===== src/rtl/window_sweeper.sv =====
// window_sweeper: multi-scale sliding-window address generator.
// Per frame it walks every enabled scale, every window origin (stride
// STRIDE_X/STRIDE_Y, bounded per scale) and every pixel of each window.
// It emits scaled coordinates together with scale and window tags.
//
// Stream handshake: a point transfers on a cycle where addr_valid and
// addr_ready are both high at the rising clock edge. Once addr_valid is
// raised it stays high, and every output stays stable, until that point
// transfers. The counters advance only on a transfer.
module window_sweeper #(
    parameter int IMG_WIDTH  = 320,
    parameter int IMG_HEIGHT = 240,
    parameter int WIN_X      = 24,
    parameter int WIN_Y      = 24,
    parameter int STRIDE_X   = 1,
    parameter int STRIDE_Y   = 1,
    parameter int SCALE_NUM  = 4,
    parameter int FRAC_W     = 16,
    localparam int RW        = FRAC_W + 6,
    localparam int W_X       = $clog2(IMG_WIDTH),
    localparam int W_Y       = $clog2(IMG_HEIGHT),
    localparam int W_S       = (SCALE_NUM > 1) ? $clog2(SCALE_NUM) : 1
) (
    input  logic           clk,
    input  logic           rst,
    input  logic           start,
    input  logic [W_S:0]   num_scales,
    output logic           busy,
    output logic           done,
    input  logic           cfg_we,
    input  logic [W_S-1:0] cfg_idx,
    input  logic [RW-1:0]  cfg_ratio,
    input  logic [W_X-1:0] cfg_bound_x,
    input  logic [W_Y-1:0] cfg_bound_y,
    output logic           addr_valid,
    input  logic           addr_ready,
    output logic [W_X-1:0] x,
    output logic [W_Y-1:0] y,
    output logic [W_S-1:0] scale,
    output logic           win_first,
    output logic           win_last,
    output logic           frame_last
);

    localparam int PXW = W_X + 1 + RW;
    localparam int PYW = W_Y + 1 + RW;
    localparam logic [W_X-1:0] WX_LAST    = W_X'(WIN_X - 1);
    localparam logic [W_Y-1:0] WY_LAST    = W_Y'(WIN_Y - 1);
    localparam logic [RW-1:0]  RATIO_ONE  = RW'(64'd1 << FRAC_W);
    localparam logic [W_X-1:0] DEF_BX     = W_X'(IMG_WIDTH - WIN_X);
    localparam logic [W_Y-1:0] DEF_BY     = W_Y'(IMG_HEIGHT - WIN_Y);
    localparam logic [W_X-1:0] X_MAX      = W_X'(IMG_WIDTH - 1);
    localparam logic [W_Y-1:0] Y_MAX      = W_Y'(IMG_HEIGHT - 1);

    typedef enum logic {
        S_IDLE = 1'b0,
        S_RUN  = 1'b1
    } state_t;

    state_t         r_state;
    logic           r_busy;
    logic           r_done;
    logic           r_valid;
    logic [W_X-1:0] r_wx;
    logic [W_Y-1:0] r_wy;
    logic [W_X-1:0] r_hop_x;
    logic [W_Y-1:0] r_hop_y;
    logic [W_S-1:0] r_scale;
    logic [W_S-1:0] r_scale_last;

    logic [RW-1:0]  r_ratio   [SCALE_NUM];
    logic [W_X-1:0] r_bound_x [SCALE_NUM];
    logic [W_Y-1:0] r_bound_y [SCALE_NUM];

    logic           w_hs;
    logic           w_wx_last;
    logic           w_wy_last;
    logic           w_hx_last;
    logic           w_hy_last;
    logic           w_scale_last;
    logic           w_win_last;
    logic           w_frame_last;
    logic [W_S-1:0] w_ns_m1;
    logic [W_X:0]   w_sum_x;
    logic [W_Y:0]   w_sum_y;
    logic [PXW-1:0] w_prod_x;
    logic [PYW-1:0] w_prod_y;
    logic [PXW-1:0] w_sc_x;
    logic [PYW-1:0] w_sc_y;

    // Loop-end detection and next-origin legality for the current point.
    always_comb begin
        w_hs         = r_valid & addr_ready;
        w_wx_last    = (r_wx == WX_LAST);
        w_wy_last    = (r_wy == WY_LAST);
        w_hx_last    = (32'(r_hop_x) + 32'(STRIDE_X)) > 32'(r_bound_x[r_scale]);
        w_hy_last    = (32'(r_hop_y) + 32'(STRIDE_Y)) > 32'(r_bound_y[r_scale]);
        w_scale_last = (r_scale == r_scale_last);
        w_win_last   = w_wx_last & w_wy_last;
        w_frame_last = w_win_last & w_hx_last & w_hy_last & w_scale_last;
    end

    // Requested scale count mapped to a last-scale index (0 -> 1, clamp high).
    always_comb begin
        w_ns_m1 = '0;
        if (num_scales == '0) begin
            w_ns_m1 = '0;
        end else if (32'(num_scales) > SCALE_NUM) begin
            w_ns_m1 = W_S'(SCALE_NUM - 1);
        end else begin
            w_ns_m1 = W_S'(num_scales - (W_S + 1)'(1));
        end
    end

    // Scaled coordinates: full-width product, floor, saturate to the image.
    always_comb begin
        w_sum_x  = {1'b0, r_hop_x} + {1'b0, r_wx};
        w_sum_y  = {1'b0, r_hop_y} + {1'b0, r_wy};
        w_prod_x = PXW'(w_sum_x) * PXW'(r_ratio[r_scale]);
        w_prod_y = PYW'(w_sum_y) * PYW'(r_ratio[r_scale]);
        w_sc_x   = w_prod_x >> FRAC_W;
        w_sc_y   = w_prod_y >> FRAC_W;
        x        = (w_sc_x > PXW'(X_MAX)) ? X_MAX : w_sc_x[W_X-1:0];
        y        = (w_sc_y > PYW'(Y_MAX)) ? Y_MAX : w_sc_y[W_Y-1:0];
    end

    assign busy       = r_busy;
    assign done       = r_done;
    assign addr_valid = r_valid;
    assign scale      = r_scale;
    assign win_first  = (r_wx == '0) & (r_wy == '0);
    assign win_last   = w_win_last;
    assign frame_last = w_frame_last;

    // Frame FSM: nested window/origin/scale counters stepped per transfer.
    always_ff @(posedge clk) begin
        if (rst) begin
            r_state      <= S_IDLE;
            r_busy       <= 1'b0;
            r_done       <= 1'b0;
            r_valid      <= 1'b0;
            r_wx         <= '0;
            r_wy         <= '0;
            r_hop_x      <= '0;
            r_hop_y      <= '0;
            r_scale      <= '0;
            r_scale_last <= '0;
        end else begin
            r_done <= 1'b0;
            case (r_state)
                S_IDLE: begin
                    if (start) begin
                        r_state      <= S_RUN;
                        r_busy       <= 1'b1;
                        r_valid      <= 1'b1;
                        r_wx         <= '0;
                        r_wy         <= '0;
                        r_hop_x      <= '0;
                        r_hop_y      <= '0;
                        r_scale      <= '0;
                        r_scale_last <= w_ns_m1;
                    end
                end
                S_RUN: begin
                    if (w_hs) begin
                        if (!w_wx_last) begin
                            r_wx <= r_wx + W_X'(1);
                        end else begin
                            r_wx <= '0;
                            if (!w_wy_last) begin
                                r_wy <= r_wy + W_Y'(1);
                            end else begin
                                r_wy <= '0;
                                if (!w_hx_last) begin
                                    r_hop_x <= r_hop_x + W_X'(STRIDE_X);
                                end else begin
                                    r_hop_x <= '0;
                                    if (!w_hy_last) begin
                                        r_hop_y <= r_hop_y + W_Y'(STRIDE_Y);
                                    end else begin
                                        r_hop_y <= '0;
                                        if (!w_scale_last) begin
                                            r_scale <= r_scale + W_S'(1);
                                        end else begin
                                            r_scale <= '0;
                                            r_state <= S_IDLE;
                                            r_busy  <= 1'b0;
                                            r_valid <= 1'b0;
                                            r_done  <= 1'b1;
                                        end
                                    end
                                end
                            end
                        end
                    end
                end
                default: r_state <= S_IDLE;
            endcase
        end
    end

    // Scale table: writable only while idle, out-of-range indices ignored.
    always_ff @(posedge clk) begin
        if (rst) begin
            for (int i = 0; i < SCALE_NUM; i++) begin
                r_ratio[i]   <= RATIO_ONE;
                r_bound_x[i] <= DEF_BX;
                r_bound_y[i] <= DEF_BY;
            end
        end else if (cfg_we && (r_state == S_IDLE) && (32'(cfg_idx) < SCALE_NUM)) begin
            r_ratio[cfg_idx]   <= cfg_ratio;
            r_bound_x[cfg_idx] <= cfg_bound_x;
            r_bound_y[cfg_idx] <= cfg_bound_y;
        end
    end

endmodule

===== config.mk =====
export PLATFORM = sky130hd
export DESIGN_NAME = window_sweeper
export DESIGN_NICKNAME = d
export VERILOG_FILES = /design/src/rtl/window_sweeper.sv
export SDC_FILE = /design/constraint.sdc
export NUM_CORES = 1
export LEC_CHECK = 0
export CAP_MARGIN = 20
export CORE_UTILIZATION = 50
export CTS_CLUSTER_SIZE = 30
export DETAILED_ROUTE_END_ITERATION = 10
export GPL_TIMING_DRIVEN = 0
export PLACE_DENSITY = 0.67
export SYNTH_ARGS = -nofsm -noshare
export SYNTH_HDL_FRONTEND = slang
export SYNTH_SLANG_ARGS = --single-unit

===== constraint.sdc =====
create_clock -name clk -period 12.2 [get_ports clk]
set_input_delay 2.44 -clock clk [delete_from_list [all_inputs] [get_ports clk]]
set_output_delay 2.44 -clock clk [all_outputs]
set_load 0.02 [all_outputs]

-- After elaboration in Yosys (flattened, before gate mapping)
Memory sizes are Yosys's and may differ from the RTL's. A register that Yosys moved wholly into a read port is not among the register bits.
Index checks and enable logic that the tools add are counted.
- flip-flop bits (word level): 41
- bits in writable memories: 156
- input bits: 49
- output and inout bits: 25
- logic and storage cells: 135
- memories kept: 3
- memory list (memory ; depth ; bits a word ; read ports ; clocked after memory_dff ; write ports ; RTL line ; RTL):
    r_ratio ; 4 ; 22 ; 1 ; 1 ; 4 ; 71 ; logic [RW-1:0] r_ratio [SCALE_NUM];
    r_bound_x ; 4 ; 9 ; 1 ; 1 ; 4 ; 72 ; logic [W_X-1:0] r_bound_x [SCALE_NUM];
    r_bound_y ; 4 ; 8 ; 1 ; 1 ; 4 ; 73 ; logic [W_Y-1:0] r_bound_y [SCALE_NUM];
- add/sub/neg operators: 10
- multiply operators: 2
- $lt $le $gt $ge: 5
- equality and inequality tests: 10
- muxes and demuxes: 69
- bitwise gates (word level): 12
- reductions and logical operators: 15
- operators by type and width (kind ; number):
    $mux W8 ; 11
    $mux W9 ; 9
    $mux W2 ; 18
    $pmux W9 S2 ; 2
    $mul A10 B22 Y32 ; 1
    $pmux W8 S2 ; 2
    $mul A9 B22 Y31 ; 1
    $mux W1 ; 23
    $mux W22 ; 1
    $reduce_or A22 Y1 ; 1
    $add A9 B1 Y9 const B ; 2
    $add A8 B1 Y8 const B ; 2
    $gt A16 B9 Y1 const B ; 1
    $gt A15 B8 Y1 const B ; 1
    $ne A2 B1 Y1 const B ; 6
    $add A9 B1 Y10 const B ; 1
    $add A9 B9 Y10 ; 1
    $gt A10 B9 Y1 ; 1
    $add A8 B1 Y9 const B ; 1
    $add A8 B8 Y9 ; 1
    $eq A9 B5 Y1 const B ; 1
    $gt A9 B8 Y1 ; 1
    $logic_not A9 Y1 ; 1
    $reduce_or A9 Y1 ; 1
    other kinds (21) ; 33

-- Longest topological paths before layout
Gate-level depths: netlist of the first run.
- depth in word-level cells: 10
- gate-level depth with buffers: 33
- gate-level depth less buffers: 30

-- Least setup slack after synthesis of the first run
OpenSTA, ideal clock, no wires.
- kind: reg2out
- start point: register r_hop_x[0]
- end point: output port x[6]
- arrival: 7.954 ns
- required time: 9.760 ns
- setup slack: 1.806 ns
- stages on the path, launching flop included: 33
- buffers on the path: 2
- cells stage by stage: dfxtp_1 ha_1 fa_1 a21oi_1 nor2_1 nor2_1 o21bai_1 a21oi_1 o21bai_1 a21oi_1 xor2_1 clkbuf_1 nor2_1 fa_1 inv_1 fa_1 fa_1 inv_1 fa_1 inv_1 fa_1 inv_1 ha_1 a21oi_1 a21boi_0 a311o_1 a221oi_1 nor3b_1 xnor2_1 a211oi_1 and4_1 buf_4 nor3b_1
- word-level cells in the longest chain between the ends: 4
- RTL lines (element ; RTL line ; RTL):
    from (decl) ; 66 ; logic [W_X-1:0] r_hop_x;
    from (signal assigned) ; 175 ; r_hop_x <= r_hop_x + W_X'(STRIDE_X);
    $add A9 B9 Y10 (*) ; 117 ; w_sum_x = {1'b0, r_hop_x} + {1'b0, r_wx};
    $mul A10 B22 Y32 (*) ; 119 ; w_prod_x = PXW'(w_sum_x) * PXW'(r_ratio[r_scale]);
    $gt A16 B9 Y1 ; 123 ; x = (w_sc_x > PXW'(X_MAX)) ? X_MAX : w_sc_x[W_X-1:0];
    $mux W9 (*) ; 123 ;
    to (decl) ; 37 ; output logic [W_X-1:0] x,
Every way passes the cells marked *; elsewhere a longest branch is shown, timed or not.

-- Worst setup path in the final report of the first run
- start point: register r_wx[1]
- end point: output port x[6]
- word-level cells in the longest chain between the ends: 4
- RTL lines (element ; RTL line ; RTL):
    from (decl) ; 64 ; logic [W_X-1:0] r_wx;
    from (signal assigned) ; 167 ; r_wx <= r_wx + W_X'(1);
    $add A9 B9 Y10 (*) ; 117 ;
    $mul A10 B22 Y32 (*) ; 119 ;
    $gt A16 B9 Y1 ; 123 ;
    $mux W9 (*) ; 123 ;
Marks and branches as above.

==> results.py, run 1 <==
metrics = {
    "run_status": {
        "status": "finished clean",
    },
    "place": {
        "placed_area_sq_um": 24500,
        "dpl.hpwl_mm": 49.0,
        "place.gp.congestion": 0.959,
        "portBuffers": 73,
    },
    "clocking": {
        "clockRootBuffer": "clkbuf_16",
        "clock-sinks": 199,
        "cts_max_level": 4,
        "cts_buffers": 17,
        "clk_latency_ns": 0.44,
        "cts_tree": "yes",
        "clk_path_buf_depth": 2,
        "clk_pin_slew_worst_paths_ns": 0.06,
    },
    "synth": {
        "synthMuxAreaShare_pct": 4.01,
        "ys_types": 77,
        "synthCells": 2434,
        "seq_area_frac_synth_pct": 24.2,
        "avgSynthCellArea_sq_um": 9.42,
        "synth_edf_count": 156,
        "ys_ff_latch": 199,
        "synth_simple_gate_area_share_pct": 18.9,
        "synth_xor_xnor_area_share_pct": 2.83,
        "yosys_warnings": 0,
        "synthArstFlopShare_pct": 0,
        "synth-compound-area-share_pct": 7.89,
        "synth_fp_nets": 2935,
        "synth_fa_ha_area_share_pct": 34.4,
        "synth_area_sq_um": 22900,
        "synth_top_family_by_area": "adder cells",
        "synth_ff_type": "edfxtp_1",
    },
    "worst_setup_path": {
        "critPathMostFrequentCell": "fa_1",
        "worstSetupEndpointType": "primary output",
        "worstPathRequired_ns": 9.76,
        "critPathTopFamily": "adder cells",
        "path_buf_inv": 5,
        "startpoint_type": "flip-flop",
        "slowest_stage": "clkdlybuf4s50_1",
        "critPathKind": "reg -> out",
        "cp_max_fo": 10,
        "arrival_ns": 9.28,
        "max_stage_delay_ns": 0.64,
    },
    "sta": {
        "max_slew_margin_pct": 18.7,
        "tightestPinTransition_ns": 1.21,
        "finalMaxSlewViolations": 0,
        "period_share_pct": 96.1,
        "finalSetupViolCount": 0,
        "hold_violations": 0,
        "fin_setup_tns_ns": 0,
        "rsz0062_at_grt": "true",
        "whs_ns": 0.533,
        "min_period_ns": 11.72,
        "timing.fmax_mhz": 85.3,
        "skew_ns": 0.00845,
    },
    "global_routing": {
        "grtUsageTotal_pct": 26.8,
        "grt_pass1_wl_mm": 97.5,
        "grt_pass1_vias": 18238,
        "grt_max_degree": 40,
        "antenna_found_initial": 2,
        "grt_overflow": 0,
    },
    "route": {
        "ant_nets": 0,
        "wl_per_cell_um": 19.2,
        "drcViolationCount": 0,
        "wl_mm": 60.2,
        "dr.first_iter.drc_count": 1156,
        "vias_per_cell": 5.58,
        "num_vias": 17537,
        "dr.pass1.iters": 6,
    },
    "pwr": {
        "swShare_pct": 25.5,
        "power.switching_mw": 0.397,
        "power_leakage_nw": 11.2,
        "p_int_mw": 1.16,
        "power_density_nw_per_um2": 61.9,
        "seqPwrFrac_pct": 49.4,
        "vdd_drop_max_uv": 153,
        "p_comb_share_pct": 14.5,
        "power.total_mw": 1.56,
        "clkPwrFrac_pct": 36.2,
    },
    "floorplanning": {
        "die_y_um": 216,
        "die_w_um": 216,
        "die-area_sq_um": 46700,
        "pin_count": 74,
        "core_sq_um": 45300,
        "start_util_pct": 50.7,
        "rows": 78,
    },
    "worst_hold_path": {
        "min-delay-path-class": "reg -> reg",
    },
    "layout": {
        "fin_area_sq_um": 25100,
        "fin_util_pct": 55.5,
        "nNetsFinal": 3032,
        "num_antenna_cells": 0,
        "drive_gt1_share_pct": 4.60,
        "area_delta_synth_final_pct": 9.64,
    },
    "run": {
        "drv_cap": 0,
    },
}
## area by class of cell
| class | count | area (sq um) |
|---|---|---|
| repair buffers | 79 | 813 |
| fillers | 4045 | 20100 |
| flip-flops and latches | 199 | 5550 |
| clock inverters | 12 | 148 |
| multi-input cells | 1767 | 15700 |
| inverters | 356 | 1340 |
| plain buffers | 111 | 453 |
| clock buffers | 19 | 433 |
| well taps | 600 | 751 |
## through the flow
step / setup WS [ns] / cells
floorplan: 1.81 / 2434
global placement: 0.254 / 3107
detailed placement: 0.0973 / 3110
CTS: 0.00614 / 3142
global route: -0.0248 / 3143
finish: 0.481 / 3143
## repair_timing
| action | in CTS | in global routing |
|---|---|---|
| setup endpoints to repair | 9 | 9 |
| gates cloned | 0 | 0 |
| setup buffers | 1 | 0 |
| pin swaps | 1 | 0 |
| resized for setup | 4 | 23 |
| hold buffers | 0 | 0 |
## layout by cell type, fill, tap and decap left out, types with 45 or more instances in the layout
cell type and n:
ha_1 153, fa_1 299, edfxtp_1 156, inv_1 356
and2_1 154, clkbuf_1 95, xnor2_1 45, nand2b_1 65
clkdlybuf4s50_1 73, nand2_1 302, nor2_1 223, a21oi_1 74
## state kept, by name (all words and copies together) (netlist names), named ones only
name and count:
addr_valid 1, done 1, r_bound_x 36, r_bound_y 32, r_hop_x 9, r_hop_y 8, r_ratio 88, r_scale_last 2
r_state 1, r_wx 9, r_wy 8, scale 2
## synthesized netlist by cell type, drive strengths merged (6+ instances only)
library cell | n | area [sq um]
nor4 | 6 | 37.5
o211ai | 9 | 67.6
nor2b | 11 | 68.8
nand3 | 31 | 155
mux2i | 21 | 210
mux2 | 19 | 214
inv | 356 | 1340
ha | 153 | 1910
nor3b | 6 | 45.0
a21o | 18 | 135
xor2 | 28 | 245
mux4 | 22 | 495
o21ai | 67 | 339
nor2 | 223 | 837
nor3 | 19 | 95.1
and2 | 157 | 986
a21oi | 78 | 390
or3 | 7 | 43.8
a32o | 6 | 60.1
a31oi | 6 | 43.8
and3 | 16 | 100
dfxtp | 43 | 861
a2111oi | 6 | 60.1
edfxtp | 156 | 4680
o21bai | 13 | 97.6
clkbuf | 98 | 368
o21a | 29 | 218
nand2 | 303 | 1140
nand4 | 25 | 156
xnor2 | 46 | 403
fa | 299 | 5990
and4 | 12 | 105
nand2b | 65 | 407
buf | 14 | 71.3
or2 | 10 | 62.6
## power by group through the flow
| stage | sequential (mW) | combinational (mW) | clock [mW] |
|---|---|---|---|
| final | 0.768 | 0.225 | 0.562 |
| after global routing | 0.771 | 0.244 | 0.596 |
| after CTS | 0.769 | 0.222 | 0.568 |
| after detailed placement | 0.784 | 0.221 | 0 |
| after global placement | 0.783 | 0.217 | 0 |
| after floorplan | 0.781 | 0.129 | 0 |
## per-layer routing
| metal | up-vias | track usage (%) | share of wire (%) |
|---|---|---|---|
| met1 | 8781 | 34.8 | 41 |
| met2 | 591 | 46.9 | 50 |
| met5 | - | 0 | 0.040 |
| met4 | 4 | 7.39 | 2.3 |
| met3 | 102 | 3.26 | 6.1 |
| li1 | 8059 | - | - |
## final timing paths
path / start / end / slack [ns] / cells past startpoint
setup / recovery: r_wx[1] / x[6] / 0.48 / 30
hold / removal: r_hop_y[1] / r_hop_y[1] / 0.53 / 2
setup reg to reg: flip-flop / scale[0] / 7.26 / 16
hold reg to reg: r_hop_y[1] / r_hop_y[1] / 0.53 / 2
## worst register-to-register path, stage by stage, from the launching register on
cell,delay (ns)
dfxtp_1,0.46
clkbuf_1,0.48
buf_1,0.46
clkbuf_1,0.60
mux4_2,0.42
inv_1,0.08
ha_1,0.24
nor2b_1,0.13
o21a_1,0.16
o21a_1,0.16
o21bai_1,0.13
a211oi_1,0.09
nor3_1,0.42
a21oi_1,0.18
or2_2,0.29
buf_2,0.19
o21ai_0,0.33
## kinds of logic (layout without fill, tap and decap cells)
group / Yosys count / after routing
AND/OR/NAND/NOR: 902 / 902
adder cells (fa/ha/maj): 452 / 452
buffers and inverters: 468 / 577
multiplexers: 62 / 62
flip-flops: 199 / 199
AO/OA/AOI/OAI: 277 / 277
XOR/XNOR: 74 / 74
Note: power is estimated with default switching activity, not from simulation.
==> inputs of run 2 (changes only) <==
==> constraint.sdc (replaced) <==
create_clock -name clk -period 13 [get_ports clk]
set_input_delay 2.6 -clock clk [delete_from_list [all_inputs] [get_ports clk]]
set_output_delay 2.6 -clock clk [all_outputs]
set_load 0.02 [all_outputs]
==> results.py, run 2 (synthesis results as in run 1) <==
metrics = {
    "run_status": {
        "status": "finished clean",
    },
    "worst_hold_path": {
        "min-delay-path-class": "reg -> reg",
    },
    "clocking": {
        "clockRootBuffer": "clkbuf_16",
        "clk_latency_ns": 0.44,
        "clk_pin_slew_worst_paths_ns": 0.07,
        "cts_max_level": 4,
        "cts_buffers": 17,
        "cts_tree": "yes",
        "clock-sinks": 199,
        "clk_path_buf_depth": 2,
    },
    "floorplanning": {
        "die_y_um": 216,
        "die-area_sq_um": 46700,
        "core_sq_um": 45300,
        "pin_count": 74,
        "die_w_um": 216,
        "rows": 78,
        "start_util_pct": 50.7,
    },
    "worst_setup_path": {
        "slowest_stage": "clkdlybuf4s50_1",
        "worstPathRequired_ns": 10.40,
        "critPathMostFrequentCell": "fa_1",
        "critPathKind": "reg -> out",
        "crit_path_end": "x[6]",
        "crit_start": "r_hop_x[0]",
        "startpoint_type": "flip-flop",
        "cp_max_fo": 10,
        "arrival_ns": 9.78,
        "r2r_cells": 17,
        "max_stage_delay_ns": 0.64,
        "rr_endpoint": "scale[0]",
        "r2r_slack_ns": 7.71,
        "worstSetupEndpointType": "primary output",
    },
    "sta": {
        "tightestPinTransition_ns": 1.22,
        "fin_setup_tns_ns": 0,
        "finalSetupViolCount": 0,
        "min_period_ns": 12.38,
        "period_share_pct": 95.2,
        "skew_ns": 0.00671,
        "timing.fmax_mhz": 80.8,
        "max_slew_margin_pct": 17.9,
        "hold_violations": 0,
        "fin_ws_ns": 0.618,
        "finalMaxSlewViolations": 0,
        "rsz0062_at_grt": "false",
    },
    "pwr": {
        "power_leakage_nw": 11.1,
        "power_density_nw_per_um2": 58.1,
        "vdd_drop_max_uv": 142,
    },
    "layout": {
        "fillers": 4046,
        "largest_registers": "r_ratio x88, r_bound_x x36, r_bound_y x32",
        "num_antenna_cells": 0,
        "final_common_cell": "inv_1",
        "largest_reg_flops": 88,
        "drive_gt1_share_pct": 4.24,
        "regMostFlops": "r_ratio",
        "finalNonFillerCells": 3145,
        "layout_common_cells": "inv_1, nand2_1, fa_1",
        "nNetsFinal": 3034,
        "area_delta_synth_final_pct": 9.45,
    },
    "place": {
        "dpl.hpwl_mm": 49.0,
        "place.gp.congestion": 0.959,
        "dp_cells": 3110,
        "portBuffers": 73,
        "dp_slack_ns": 0.737,
    },
    "route": {
        "num_vias": 17515,
        "drcViolationCount": 0,
        "dr.first_iter.drc_count": 1178,
        "dr.pass1.iters": 6,
        "ant_nets": 0,
        "wl_mm": 60.2,
        "vias_per_cell": 5.57,
        "wl_per_cell_um": 19.1,
    },
    "global_routing": {
        "grt_overflow": 0,
        "grt_pass1_vias": 18228,
        "grt_pass1_wl_mm": 97.5,
        "grtUsageTotal_pct": 26.7,
        "antenna_found_initial": 2,
        "grt_max_degree": 40,
    },
    "run": {
        "drv_cap": 0,
    },
}
-- run 2: cell count changes in the layout (fill, tap and decap cells not counted), moves of 2 or more --
cell	delta
clkbuf_1	+4
a21oi_2	-2
buf_1	+2
clkbuf_2	-2
a21oi_1	+3
-- run 2: timing repair --
| action | in CTS | in global routing |
|---|---|---|
| hold buffers | 0 | 0 |
| buffers inserted | 0 | 2 |
| gates resized for setup | 0 | 6 |
| setup endpoints to repair | 0 | 9 |
-- run 2: layout make-up --
type                       count  area [sq um]  area share [%]
tap                          600           751            2.99
buffer                       112           442            1.76
clock inverter                12           148           0.588
inverter                     356          1340            5.32
sequential                   199          5550            22.1
timing repair buffer          80           821            3.27
multi-input combinational   1767         15600            62.3
clock buffer                  19           433            1.72
-- run 2: critical path, delay by kind of cell (launching register included) --
| family | cells | cell delay [ns] |
|---|---|---|
| buf+inv | 6 | 1.53 |
| compound gates | 9 | 2.04 |
| flops | 1 | 0.40 |
| fa+ha+maj | 8 | 3.62 |
| simple gates | 7 | 1.27 |
| xor+xnor | 2 | 0.50 |
-- run 2: routing by layer --
metal,up-vias,share of wire [%],global-route usage [%]
li1,8056,-,-
met3,97,6.0,3.38
met1,8756,42,34.8
met2,602,50,47.0
met4,4,2.2,6.92
met5,-,0.040,0
-- run 2: worst min path at each step --
stage / startpoint / endpoint / slack (ns) / depth (start not counted)
6_report: r_wx[8] / r_wx[8] / 0.53 / 2
5_1_grt: r_wx[8] / r_wx[8] / 0.55 / 2
4_1_cts: r_wx[8] / r_wx[8] / 0.53 / 2
3_5_place_dp: r_wx[8] / r_wx[8] / 0.52 / 2
3_3_place_gp: r_wx[8] / r_wx[8] / 0.51 / 2
2_1_floorplan: r_hop_x[7] / r_hop_x[7] / 0.47 / 2
-- run 2: power breakdown --
group	leakage [nW]	switching, mW	internal, mW
logic	8.99	0.137	0.0733
clock network	0.287	0.226	0.302
registers	1.87	0.00845	0.713
-- run 2: stage by stage --
stage / hold slack [ns] / util [%] / power [mW] / area (sq um)
3_3_place_gp: 0.509 / 53.9 / 0.938 / 24400
2_1_floorplan: 0.472 / - / 0.854 / 22900
5_1_grt: 0.553 / 55.4 / 1.51 / 25100
3_5_place_dp: 0.519 / 54.0 / 0.943 / 24500
6_report: 0.531 / 55.4 / 1.46 / 25100
4_1_cts: 0.530 / 55.3 / 1.46 / 25000
